## src/rtl/title_pkg.sv

```systemverilog
// Shared title-screen constants and sequencer state type, used by the bitmap
// generator, the renderer and the title sequencer.
package title_pkg;

    localparam int unsigned TITLE_WIDTH  = 28;
    localparam int unsigned TITLE_HEIGHT = 6;

    typedef enum logic [1:0] {
        REVEAL,
        PROMPT,
        LAUNCH,
        DONE
    } title_state_t;

endpackage

```

## src/rtl/title_tick_div.sv

```systemverilog
// Frame-tick prescaler: tc pulses on every TICKS-th tick_in while clear is low.
module title_tick_div #(
    parameter int unsigned TICKS = 4
) (
    input  logic clk,
    input  logic reset,
    input  logic clear,
    input  logic tick_in,
    output logic tc
);

    localparam int unsigned CntW = (TICKS > 1) ? $clog2(TICKS) : 1;

    logic [CntW-1:0] cnt_q, cnt_d;

    assign tc = tick_in & ~clear & (cnt_q == CntW'(TICKS - 1));

    always_comb begin
        cnt_d = cnt_q;
        if (clear) begin
            cnt_d = '0;
        end else if (tick_in) begin
            cnt_d = tc ? '0 : cnt_q + CntW'(1);
        end
    end

    always_ff @(posedge clk or posedge reset) begin
        if (reset) begin
            cnt_q <= '0;
        end else begin
            cnt_q <= cnt_d;
        end
    end

endmodule

```

## src/rtl/title_seq_ctrl.sv

```systemverilog
// Title screen sequencer: column reveal, blinking prompt, start handoff and
// registered bitmap lookup gated by reveal progress.
module title_seq_ctrl
    import title_pkg::*;
#(
    parameter int unsigned TITLE_WIDTH  = title_pkg::TITLE_WIDTH,
    parameter int unsigned TITLE_HEIGHT = title_pkg::TITLE_HEIGHT,
    parameter int unsigned REVEAL_TICKS = 4,
    parameter int unsigned BLINK_TICKS  = 30
) (
    input  logic                                  clk,
    input  logic                                  reset,
    input  logic                                  frame_tick,
    input  logic                                  start_btn,
    input  logic                                  restart,
    input  logic [TITLE_WIDTH*TITLE_HEIGHT-1:0]   title_in,
    input  logic [$clog2(TITLE_WIDTH)-1:0]        blk_x,
    input  logic [$clog2(TITLE_HEIGHT)-1:0]       blk_y,
    output logic                                  blk_on,
    output logic [$clog2(TITLE_WIDTH+1)-1:0]      reveal_col,
    output logic                                  prompt_on,
    output logic                                  title_active,
    output logic                                  game_start
);

    localparam int unsigned CW = $clog2(TITLE_WIDTH + 1);
    localparam int unsigned IW = $clog2(TITLE_WIDTH * TITLE_HEIGHT);

    title_state_t  state_q, state_d;
    logic [CW-1:0] reveal_col_q, reveal_col_d;
    logic          prompt_on_q, prompt_on_d;
    logic          start_q, start_d;
    logic          blk_on_q, blk_on_d;

    logic          start_rise;
    logic          tick_gated;
    logic          reveal_tc;
    logic          blink_tc;

    assign start_d    = start_btn;
    assign start_rise = start_btn & ~start_q;
    // A start press consumes the cycle; a coincident frame tick is dropped.
    assign tick_gated = frame_tick & ~start_rise;

    // Each divider is held clear outside its own state, so it starts at zero on entry.
    title_tick_div #(
        .TICKS (REVEAL_TICKS)
    ) u_reveal_div (
        .clk     (clk),
        .reset   (reset),
        .clear   (state_q != REVEAL),
        .tick_in (tick_gated),
        .tc      (reveal_tc)
    );

    title_tick_div #(
        .TICKS (BLINK_TICKS)
    ) u_blink_div (
        .clk     (clk),
        .reset   (reset),
        .clear   (state_q != PROMPT),
        .tick_in (tick_gated),
        .tc      (blink_tc)
    );

    always_comb begin
        state_d      = state_q;
        reveal_col_d = reveal_col_q;
        prompt_on_d  = prompt_on_q;
        case (state_q)
            REVEAL: begin
                if (start_rise) begin
                    reveal_col_d = CW'(TITLE_WIDTH);
                    prompt_on_d  = 1'b1;
                    state_d      = PROMPT;
                end else if (reveal_tc) begin
                    reveal_col_d = reveal_col_q + CW'(1);
                    if (reveal_col_q == CW'(TITLE_WIDTH - 1)) begin
                        prompt_on_d = 1'b1;
                        state_d     = PROMPT;
                    end
                end
            end
            PROMPT: begin
                if (start_rise) begin
                    state_d = LAUNCH;
                end else if (blink_tc) begin
                    prompt_on_d = ~prompt_on_q;
                end
            end
            LAUNCH: begin
                reveal_col_d = '0;
                prompt_on_d  = 1'b0;
                state_d      = DONE;
            end
            DONE: begin
                if (restart) begin
                    state_d = REVEAL;
                end
            end
            default: state_d = REVEAL;
        endcase
    end

    // Out-of-range coordinates are forced to index 0 so the select stays inside the vector.
    logic          in_range;
    logic [IW-1:0] blk_idx;
    logic [IW-1:0] blk_idx_safe;

    always_comb begin
        in_range     = (IW'(blk_x) < IW'(TITLE_WIDTH)) && (IW'(blk_y) < IW'(TITLE_HEIGHT));
        blk_idx      = IW'(blk_x) + IW'(TITLE_WIDTH) * IW'(blk_y);
        blk_idx_safe = in_range ? blk_idx : '0;
        blk_on_d     = (state_q != DONE) && (IW'(blk_x) < IW'(reveal_col_q)) && in_range
                       && title_in[blk_idx_safe];
    end

    always_ff @(posedge clk or posedge reset) begin
        if (reset) begin
            state_q      <= REVEAL;
            reveal_col_q <= '0;
            prompt_on_q  <= 1'b0;
            start_q      <= 1'b0;
            blk_on_q     <= 1'b0;
        end else begin
            state_q      <= state_d;
            reveal_col_q <= reveal_col_d;
            prompt_on_q  <= prompt_on_d;
            start_q      <= start_d;
            blk_on_q     <= blk_on_d;
        end
    end

    assign blk_on       = blk_on_q;
    assign reveal_col   = reveal_col_q;
    assign prompt_on    = prompt_on_q;
    assign title_active = (state_q != DONE);
    assign game_start   = (state_q == LAUNCH);

endmodule

```

## config.mk

```make
export PLATFORM = sky130hd
export DESIGN_NAME = title_seq_ctrl
export DESIGN_NICKNAME = d
export VERILOG_FILES = /design/src/rtl/title_pkg.sv /design/src/rtl/title_tick_div.sv /design/src/rtl/title_seq_ctrl.sv
export SDC_FILE = /design/constraint.sdc
export NUM_CORES = 1
export LEC_CHECK = 0
export BUFFER_PORTS_ARGS = -buffer_cell sky130_fd_sc_hd__buf_2
export CORE_MARGIN = 2
export CORE_UTILIZATION = 45
export CTS_BUF_LIST = sky130_fd_sc_hd__clkbuf_4 sky130_fd_sc_hd__clkbuf_8
export DETAILED_ROUTE_END_ITERATION = 6
export PLACE_DENSITY = 0.94
export SLEW_MARGIN = 5
export SYNTH_ARGS = -nofsm -noshare
export SYNTH_HDL_FRONTEND = slang
export SYNTH_SLANG_ARGS = --single-unit
```

## constraint.sdc

```tcl
create_clock -name clk -period 2.75 [get_ports clk]
set_clock_uncertainty 0.15 [all_clocks]
set_input_delay 0 -clock clk [delete_from_list [all_inputs] [get_ports clk]]
set_output_delay 0 -clock clk [all_outputs]
set_load 0.1 [all_outputs]
```

==> results of run 1 <==
flip-flops by register name, summed over array words and instances, names as in the netlist:
name / cells
reveal_col: 5
u_blink_div.cnt_q: 5
state_q: 2
u_reveal_div.cnt_q: 2
blk_on: 1
prompt_on: 1
start_q: 1
stage by stage:
step / setup slack, ns / TNS, ns / util [%] / cell area, um2 / total power [mW]
global route: -0.0937 / -0.0937 / 65.2 / 4410 / 2.62
floorplan: 0.00558 / 0 / - / 3120 / 1.70
finish: 0.0181 / 0 / 65.2 / 4410 / 2.47
global placement: -0.213 / -0.213 / 62.7 / 4240 / 2.11
detailed placement: -0.400 / -0.400 / 62.7 / 4240 / 2.17
CTS: 0.0277 / 0 / 64.2 / 4340 / 2.39
layout make-up:
class                   instances  share of cell area (%)
repair buffers                224                    27.6
inverters                      22                    1.87
flip-flops and latches         17                    9.68
multi-input cells             328                    57.5
clock inverters                 1                   0.114
clock buffers                   3                   0.937
well taps                      80                    2.27
power by group:
part / leakage (nW) / internal, mW / switching, mW / total (mW)
clock network: 0.0255 / 0.101 / 0.0944 / 0.195
registers: 0.216 / 0.330 / 0.0911 / 0.421
logic: 1.92 / 0.647 / 1.20 / 1.85
total: 2.16 / 1.08 / 1.39 / 2.47
synthesized netlist by cell type (4+ instances only):
| cell | n |
|---|---|
| a211o_1 | 4 |
| a211oi_1 | 11 |
| a21oi_1 | 28 |
| a221oi_1 | 9 |
| a22oi_1 | 4 |
| a31oi_1 | 12 |
| and3_1 | 11 |
| buf_2 | 12 |
| buf_4 | 4 |
| buf_6 | 5 |
| clkbuf_1 | 6 |
| dfrtp_1 | 17 |
| ha_1 | 22 |
| inv_1 | 20 |
| mux2_2 | 4 |
| mux2i_1 | 21 |
| mux4_2 | 9 |
| nand2_1 | 39 |
| nand2b_1 | 4 |
| nand3_1 | 14 |
| nand4_1 | 4 |
| nor2_1 | 23 |
| nor3_1 | 11 |
| o21ai_0 | 14 |
| o21ai_1 | 5 |
| o22a_1 | 4 |
| o22ai_1 | 8 |
| o31ai_1 | 6 |
| o32ai_1 | 5 |
metal layers:
layer	up-vias	part of all wire [%]
met5	-	0
met4	0	4.7
met3	67	9.4
met2	292	51
met1	1962	35
li1	1930	-
what timing repair did:
item                       4_1_cts  5_1_grt
pin swaps                        2        7
setup endpoints to repair        1        1
buffers inserted                 0        1
hold buffers                     2        0
gates resized for setup          5       13
hold endpoints to repair        18        0
worst max-delay path, delay by kind of cell:
kind	cells	cell delay, ns
and+or+nand+nor	3	0.54
buffers and inverters	4	0.30
adders and majority gates	3	1.07
AOI/OAI and AO/OA	3	0.83
how the worst max path moves through the flow:
stage | from | endpoint | slack, ns | cells past startpoint
CTS | blk_y[0] | blk_on | 0.03 | 12
finish | blk_y[1] | blk_on | 0.02 | 13
global route | blk_y[1] | blk_on | -0.09 | 13
floorplan | blk_y[1] | blk_on | 0.006 | 13
detailed placement | blk_y[0] | blk_on | -0.40 | 14
global placement | blk_y[0] | blk_on | -0.21 | 14
cell families after synthesis:
logic type / synth area share, %
AOI/OAI and AO/OA: 31.2
and+or+nand+nor: 20.5
buffers and inverters: 8.08
muxes: 14.7
adders and majority gates: 10.8
DFF: 13.7
xor gates and xnor gates: 1.13
==> results.yml, run 1 <==
outcome:
  outcome: "complete, but fails checks"
  violations: "design-rule violations"
place:
  port_buffers: 189
  dp_cells: 668
  dp_hpwl_mm: 9.56
  gp_congestion: 1.01
min_path:
  worstHoldPathType: "primary input to register"
  min_to: "state_q[0]"
  hp-start: "restart"
  whs_path_depth: 4
detailed_routing:
  vias_per_cell: 6.30
  dr.first_iter.drc_count: 339
  ant_nets: 0
  wl_mm: 12.2
  wl_per_cell_um: 18.0
  vias: 4251
  drc: 4
  first_pass_iters: 7
critical_path:
  slowest_delay_ns: 0.55
  reg2reg_to: "blk_on"
  path_class: "primary input to register"
  r2r_cells: 9
  arrival_ns: 2.73
  crit_path_start_kind: "primary input"
  regToRegSetupSlack_ns: 0.20
  critPathRequiredTime_ns: 2.74
  cp_slowest_cell: "fa_1"
  worstPathMaxFanout: 4
  path_common_cell: "inv_2"
  r2r-start: "reveal_col[1]"
  path_cells: "buf_2, inv_2, fa_1, inv_2, ha_4, ha_4, nand3_4, and3_4, nor3_4, inv_2, a31oi_1, o211ai_1, a2111oi_2"
  end_kind: "register"
clock_network:
  cts_tree: "yes"
  clk-insertion-delay-late_ns: 0.26
  cts.clk_slew.worst_paths_ns: 0.07
  cts-htree-levels: 1
  clockBufferDepth: 2
  clock_sink_count: 17
  cts-root-buf: "clkbuf_8"
  cts_buffers: 3
floorplanning:
  core-area_um2: 6760
  start_util_pct: 46.1
  die_x_um: 87.2
  io_pins: 190
  row_count: 30
  fp.dieH_um: 87.2
  dieArea_um2: 7600
timing:
  hold_violations: 0
  timing.slew.headroom_pct: 51.3
  setup_viol: 0
  hold_slack_ns: 0.0691
  min_period_ns: 2.73
  fmax_ghz: 0.366
  final_max_slew_viol_count: 0
  tightest_slew_ns: 0.721
  period_share_pct: 99.3
synth:
  synth_top_cell_by_area: "dfrtp_1"
  ys_async_sr_fraction_pct: 100
  synth_cell_types: 61
  netlist_instances: 394
  synth_ff_type: "dfrtp_1"
  synth_edf_count: 0
  syn-num-nets: 600
  yosysSeqAreaShare_pct: 13.7
  synth_area_um2: 3110
  synth_seq_cells: 17
  synth.avg_cell_area_um2: 7.90
  synthTopCellsByArea: "dfrtp_1, ha_1, mux2i_1"
  yosys_warnings: 0
  yosys.area.top_type_share_pct: 13.7
cells_and_area:
  syn2layout_area_growth_pct: 41.5
  num-nets-final: 802
  mostFrequentLayoutCell: "buf_2"
  final_cell_mix: "buf_2, nand2_1, buf_4, a21oi_1, nor2_1"
  instances_no_fill: 675
  fillCellCount: 570
  num_antenna_cells: 0
  ff_latch_area_um2: 427
  drive_gt1_share_pct: 45.0
  multiInputGateArea_um2: 2530
global_route:
  grt_util_all_layers_pct: 29.3
  antenna_found_initial: 0
  top_usage_layer: "met2"
  grt_pass1_wl_mm: 17.9
  grtUsageMet1_pct: 31.9
  grt_overflow_total: 0
  grt_max_degree: 24
  grt_pass1_vias: 4037
  met2_usage_pct: 54.2
  use_met3_pct: 5.21
pwr:
  ir_drop_uv: 1050
  powerDensity_nw_per_um2: 560
  p_leak_nw: 2.16
run:
  cap_violations: 0
(Power assumes the default switching activity.)
==> inputs of run 2 (changes only) <==
Settings changed: CTS_CLUSTER_SIZE set to 10, REMOVE_ABC_BUFFERS set to 1.
==> results.yml, run 2 (synthesis gave the netlist of run 1 again) <==
timing:
  setup_slack_ns: 0.0754
  timing.slew.headroom_pct: 53.3
  hold_violations: 0
  min_period_ns: 2.67
  hold_slack_ns: 0.0612
  fmax_ghz: 0.374
  period_share_pct: 97.3
  setup_viol: 0
  final_max_slew_viol_count: 0
  tightest_slew_ns: 0.700
  rsz0062_at_grt: "true"
cells_and_area:
  num_antenna_cells: 0
  instances_no_fill: 681
  final_cell_mix: "buf_2, buf_4, nand2_1, a21oi_1, nor2_1"
  syn2layout_area_growth_pct: 45.4
  drive_gt1_share_pct: 46.6
  num-nets-final: 808
  mostFrequentLayoutCell: "buf_2"
global_route:
  grt_pass1_vias: 4240
  grt_overflow_total: 0
  grt_max_degree: 34
  grt_util_all_layers_pct: 31.6
  antenna_found_initial: 0
  grt_pass1_wl_mm: 19.1
critical_path:
  arrival_ns: 2.68
  slowest_delay_ns: 0.55
  r2r_cells: 9
  path_common_cell: "ha_4"
  path_cells: "buf_8, inv_4, fa_1, inv_2, ha_4, ha_4, a21oi_4, and3_4, nor3_4, nor3_2, buf_4, o311a_1, o211ai_1, a2111oi_2"
  critPathRequiredTime_ns: 2.75
  worstPathMaxFanout: 4
  crit_path_start_kind: "primary input"
  end_kind: "register"
  cp_slowest_cell: "fa_1"
  path_class: "primary input to register"
detailed_routing:
  wl_mm: 13.2
  drc: 0
  vias_per_cell: 6.48
  ant_nets: 0
  dr.first_iter.drc_count: 377
  wl_per_cell_um: 19.4
  vias: 4412
  first_pass_iters: 6
pwr:
  p_switching_mw: 1.43
  p_leak_nw: 2.22
  pwr-share-seq_pct: 16.4
  switching_share_pct: 55.9
  clkPwrFrac_pct: 8.1
  combPwrFrac_pct: 75.5
  ir_drop_uv: 1030
  intPower_mw: 1.13
  powerDensity_nw_per_um2: 565
clock_network:
  clockBufferDepth: 2
  cts.clk_slew.worst_paths_ns: 0.07
  cts_buffers: 3
  cts_tree: "yes"
  cts-htree-levels: 1
  clock_sink_count: 17
  cts-root-buf: "clkbuf_8"
  clk-insertion-delay-late_ns: 0.27
floorplanning:
  die_x_um: 87.2
  start_util_pct: 46.1
  row_count: 30
  dieArea_um2: 7600
  io_pins: 190
  core-area_um2: 6760
  fp.dieH_um: 87.2
place:
  dp_hpwl_mm: 10.3
  port_buffers: 189
  gp_congestion: 1.03
  dp_slack_ns: -0.383
  dp_cells: 672
min_path:
  whs_path_depth: 4
  worstHoldPathType: "primary input to register"
outcome:
  outcome: "finished, final reports clean"
run:
  cap_violations: 0
[run 2: worst paths after layout]
| path | startpoint | end | slack [ns] |
|---|---|---|---|
| worst max-delay path | blk_y[2] | blk_on | 0.08 |
| worst min-delay path | restart | state_q[0] | 0.06 |
| worst max register to register | reveal_col[1] | blk_on | 0.27 |
| worst min register to register | prompt_on | prompt_on | 0.40 |
| max in group asynchronous | reset | prompt_on | 1.76 |
| min in group asynchronous | reset | u_reveal_div.cnt_q[0] | 0.24 |
[run 2: area by class of cell]
| cell class | instances | area [um2] |
|---|---|---|
| inverter | 22 | 85.1 |
| timing repair buffer | 230 | 1300 |
| clock buffer | 4 | 48.8 |
| fill | 516 | 2230 |
| multi-input combinational | 328 | 2560 |
| tap | 80 | 100 |
| sequential | 17 | 425 |
[run 2: power groups by stage]
stage | Sequential [mW] | Clock, mW | Combinational (mW)
floorplan | 0.746 | 0 | 0.890
global placement | 0.410 | 0 | 1.71
detailed placement | 0.421 | 0 | 1.77
CTS | 0.417 | 0.209 | 1.80
global route | 0.431 | 0.221 | 2.04
finish | 0.420 | 0.208 | 1.93
[run 2: metal layers]
metal | part of all wire [%] | wire [um] | track usage (%)
met4 | 6.2 | 826 | 17.3
met3 | 10 | 1320 | 7.11
met2 | 50 | 6620 | 59.1
met5 | 0 | 0 | 0
met1 | 34 | 4460 | 32.2
[run 2: timing repair]
| item | in CTS | in global routing |
|---|---|---|
| hold endpoints to repair | 18 | 0 |
| setup buffers | 1 | 2 |
| pin swaps | 3 | 12 |
| hold buffers | 2 | 0 |
| gates resized for setup | 4 | 28 |
| endpoints found under the setup margin | 1 | 1 |
[run 2: through the flow]
step                cell area, um2  utilization, %  TNS, ns  power (mW)
floorplan                     2950               -  -0.0231        1.64
global placement              4290            63.4   -0.164        2.12
detailed placement            4290            63.4   -0.383        2.19
CTS                           4390            65.0        0        2.42
global route                  4530            67.0  -0.0331        2.69
finish                        4530            67.0        0        2.56
[run 2: critical path: cells and delay by family]
family,cells,cell delay (ns)
AND/OR/NAND/NOR,3,0.49
adder cells (fa/ha/maj),3,1.04
buffers and inverters,4,0.30
AO/OA/AOI/OAI,4,0.84
==> inputs of run 3 (changes only) <==
Clock period 2.75 ns to 2.55 ns, I/O delays scaled along.
==> results.yml, run 3 (synthesis gave the netlist of run 1 again) <==
detailed_routing:
  ant_nets: 0
  drc: 0
  dr.first_iter.drc_count: 322
  vias_per_cell: 6.49
  first_pass_iters: 7
  wl_per_cell_um: 20.0
  vias: 4510
  wl_mm: 13.9
cells_and_area:
  num_antenna_cells: 0
  mostFrequentLayoutCell: "buf_2"
  final_cell_area_um2: 4750
  final_util_pct: 70.3
  instances_no_fill: 695
  num-nets-final: 822
  final_cell_mix: "buf_2, buf_4, nand2_1, a21oi_1"
  drive_gt1_share_pct: 49.1
  syn2layout_area_growth_pct: 52.5
pwr:
  finalPower_mw: 2.93
  p_leak_nw: 2.31
  powerDensity_nw_per_um2: 616
  switching_share_pct: 55.6
  p_switching_mw: 1.63
  intPower_mw: 1.30
  ir_drop_uv: 1380
  combPwrFrac_pct: 76.8
  clkPwrFrac_pct: 7.7
  pwr-share-seq_pct: 15.4
floorplanning:
  start_util_pct: 46.1
  dieArea_um2: 7600
  core-area_um2: 6760
  die_x_um: 87.2
  row_count: 30
  fp.dieH_um: 87.2
  io_pins: 190
critical_path:
  path_class: "primary input to register"
  r2r_cells: 9
  reg2reg_to: "blk_on"
  cp_slowest_cell: "fa_1"
  arrival_ns: 2.66
  regToRegSetupSlack_ns: 0.02
  crit_buf_inv: 3
  r2r-start: "reveal_col[1]"
  end_kind: "register"
  crit_path_start_kind: "primary input"
  path_cells: "buf_8, inv_4, fa_1, inv_2, ha_4, ha_4, nand3_4, a21oi_2, nand2_1, xnor2_1, nand2b_4, nand2_2, o41ai_4, a2111oi_2"
  setup.worst_path.start: "blk_y[1]"
  critPathTopFamily: "adder cells"
  worstPathMaxFanout: 3
  path_common_cell: "ha_4"
  slowest_delay_ns: 0.54
  critPathRequiredTime_ns: 2.54
outcome:
  violations: "negative setup slack"
  outcome: "complete, but fails checks"
timing:
  setup_viol: 1
  final_max_slew_viol_count: 0
  timing.slew.headroom_pct: 54.4
  rsz0062_at_grt: "true"
  hold_slack_ns: 0.0495
  fmax_ghz: 0.375
  min_period_ns: 2.67
  setup_tns_ns: -0.115
  setup_slack_ns: -0.115
  hold_violations: 0
  tightest_slew_ns: 0.683
  period_share_pct: 105
clock_network:
  clock_sink_count: 17
  cts_buffers: 3
  clk-insertion-delay-late_ns: 0.27
  clockBufferDepth: 2
  cts.clk_slew.worst_paths_ns: 0.08
  cts_tree: "yes"
  cts-htree-levels: 1
  cts-root-buf: "clkbuf_8"
global_route:
  grt_util_all_layers_pct: 33.2
  grt_max_degree: 21
  grtUsageMet1_pct: 32.8
  met2_usage_pct: 60.9
  use_met3_pct: 7.96
  grt_overflow_total: 0
  grt_pass1_wl_mm: 19.9
  top_usage_layer: "met2"
  grt_pass1_vias: 4499
  antenna_found_initial: 1
place:
  placed_cell_area_um2: 4390
  dp_cells: 684
  dp_slack_ns: -0.549
  dp_hpwl_mm: 10.6
  port_buffers: 189
  gp_congestion: 1.07
min_path:
  min_to: "u_reveal_div.cnt_q[1]"
  worstHoldPathType: "primary input to register"
  hp-start: "frame_tick"
  whs_path_depth: 4
run:
  cap_violations: 0
run 3: layout make-up:
type | instances | area (um2)
Timing Repair Buffer | 244 | 1430
Multi-Input combinational cell | 328 | 2660
Fill cell | 496 | 2010
Tap cell | 80 | 100
Clock buffer | 4 | 48.8
Inverter | 22 | 85.1
Sequential cell | 17 | 425
run 3: worst max path at each step:
stage / to / slack, ns / cells past startpoint
after CTS: blk_on / -0.02 / 14
after floorplan: blk_on / -0.22 / 9
final: blk_on / -0.12 / 14
after global routing: blk_on / -0.15 / 14
after global placement: blk_on / -0.37 / 14
after detailed placement: blk_on / -0.55 / 14
run 3: layer usage:
layer	routed length (um)	up-vias	share of wire [%]
met2	6960	387	50
met4	948	0	6.8
li1	-	1962	-
met5	0	-	0
met1	4350	2048	31
met3	1630	113	12
run 3: what timing repair did:
| item | 4_1_cts | 5_1_grt |
|---|---|---|
| setup endpoints to repair | 1 | 1 |
| setup buffers | 3 | 2 |
| resized for setup | 26 | 22 |
| hold buffers | 2 | 0 |
| pin swaps | 13 | 16 |
| hold endpoints to repair | 18 | 0 |
run 3: worst min-delay path, cell delays in order:
cell and delay (ns):
buf_2 0.12, and2_1 0.17, nand2_1 0.07, a21boi_0 0.07
run 3: power groups by stage:
| stage | clock network (mW) | logic [mW] | registers [mW] |
|---|---|---|---|
| final | 0.226 | 2.25 | 0.452 |
| after global routing | 0.241 | 2.37 | 0.464 |
| after CTS | 0.228 | 2.07 | 0.446 |
| after detailed placement | 0 | 1.95 | 0.450 |
| after global placement | 0 | 1.87 | 0.441 |
| after floorplan | 0 | 0.960 | 0.805 |
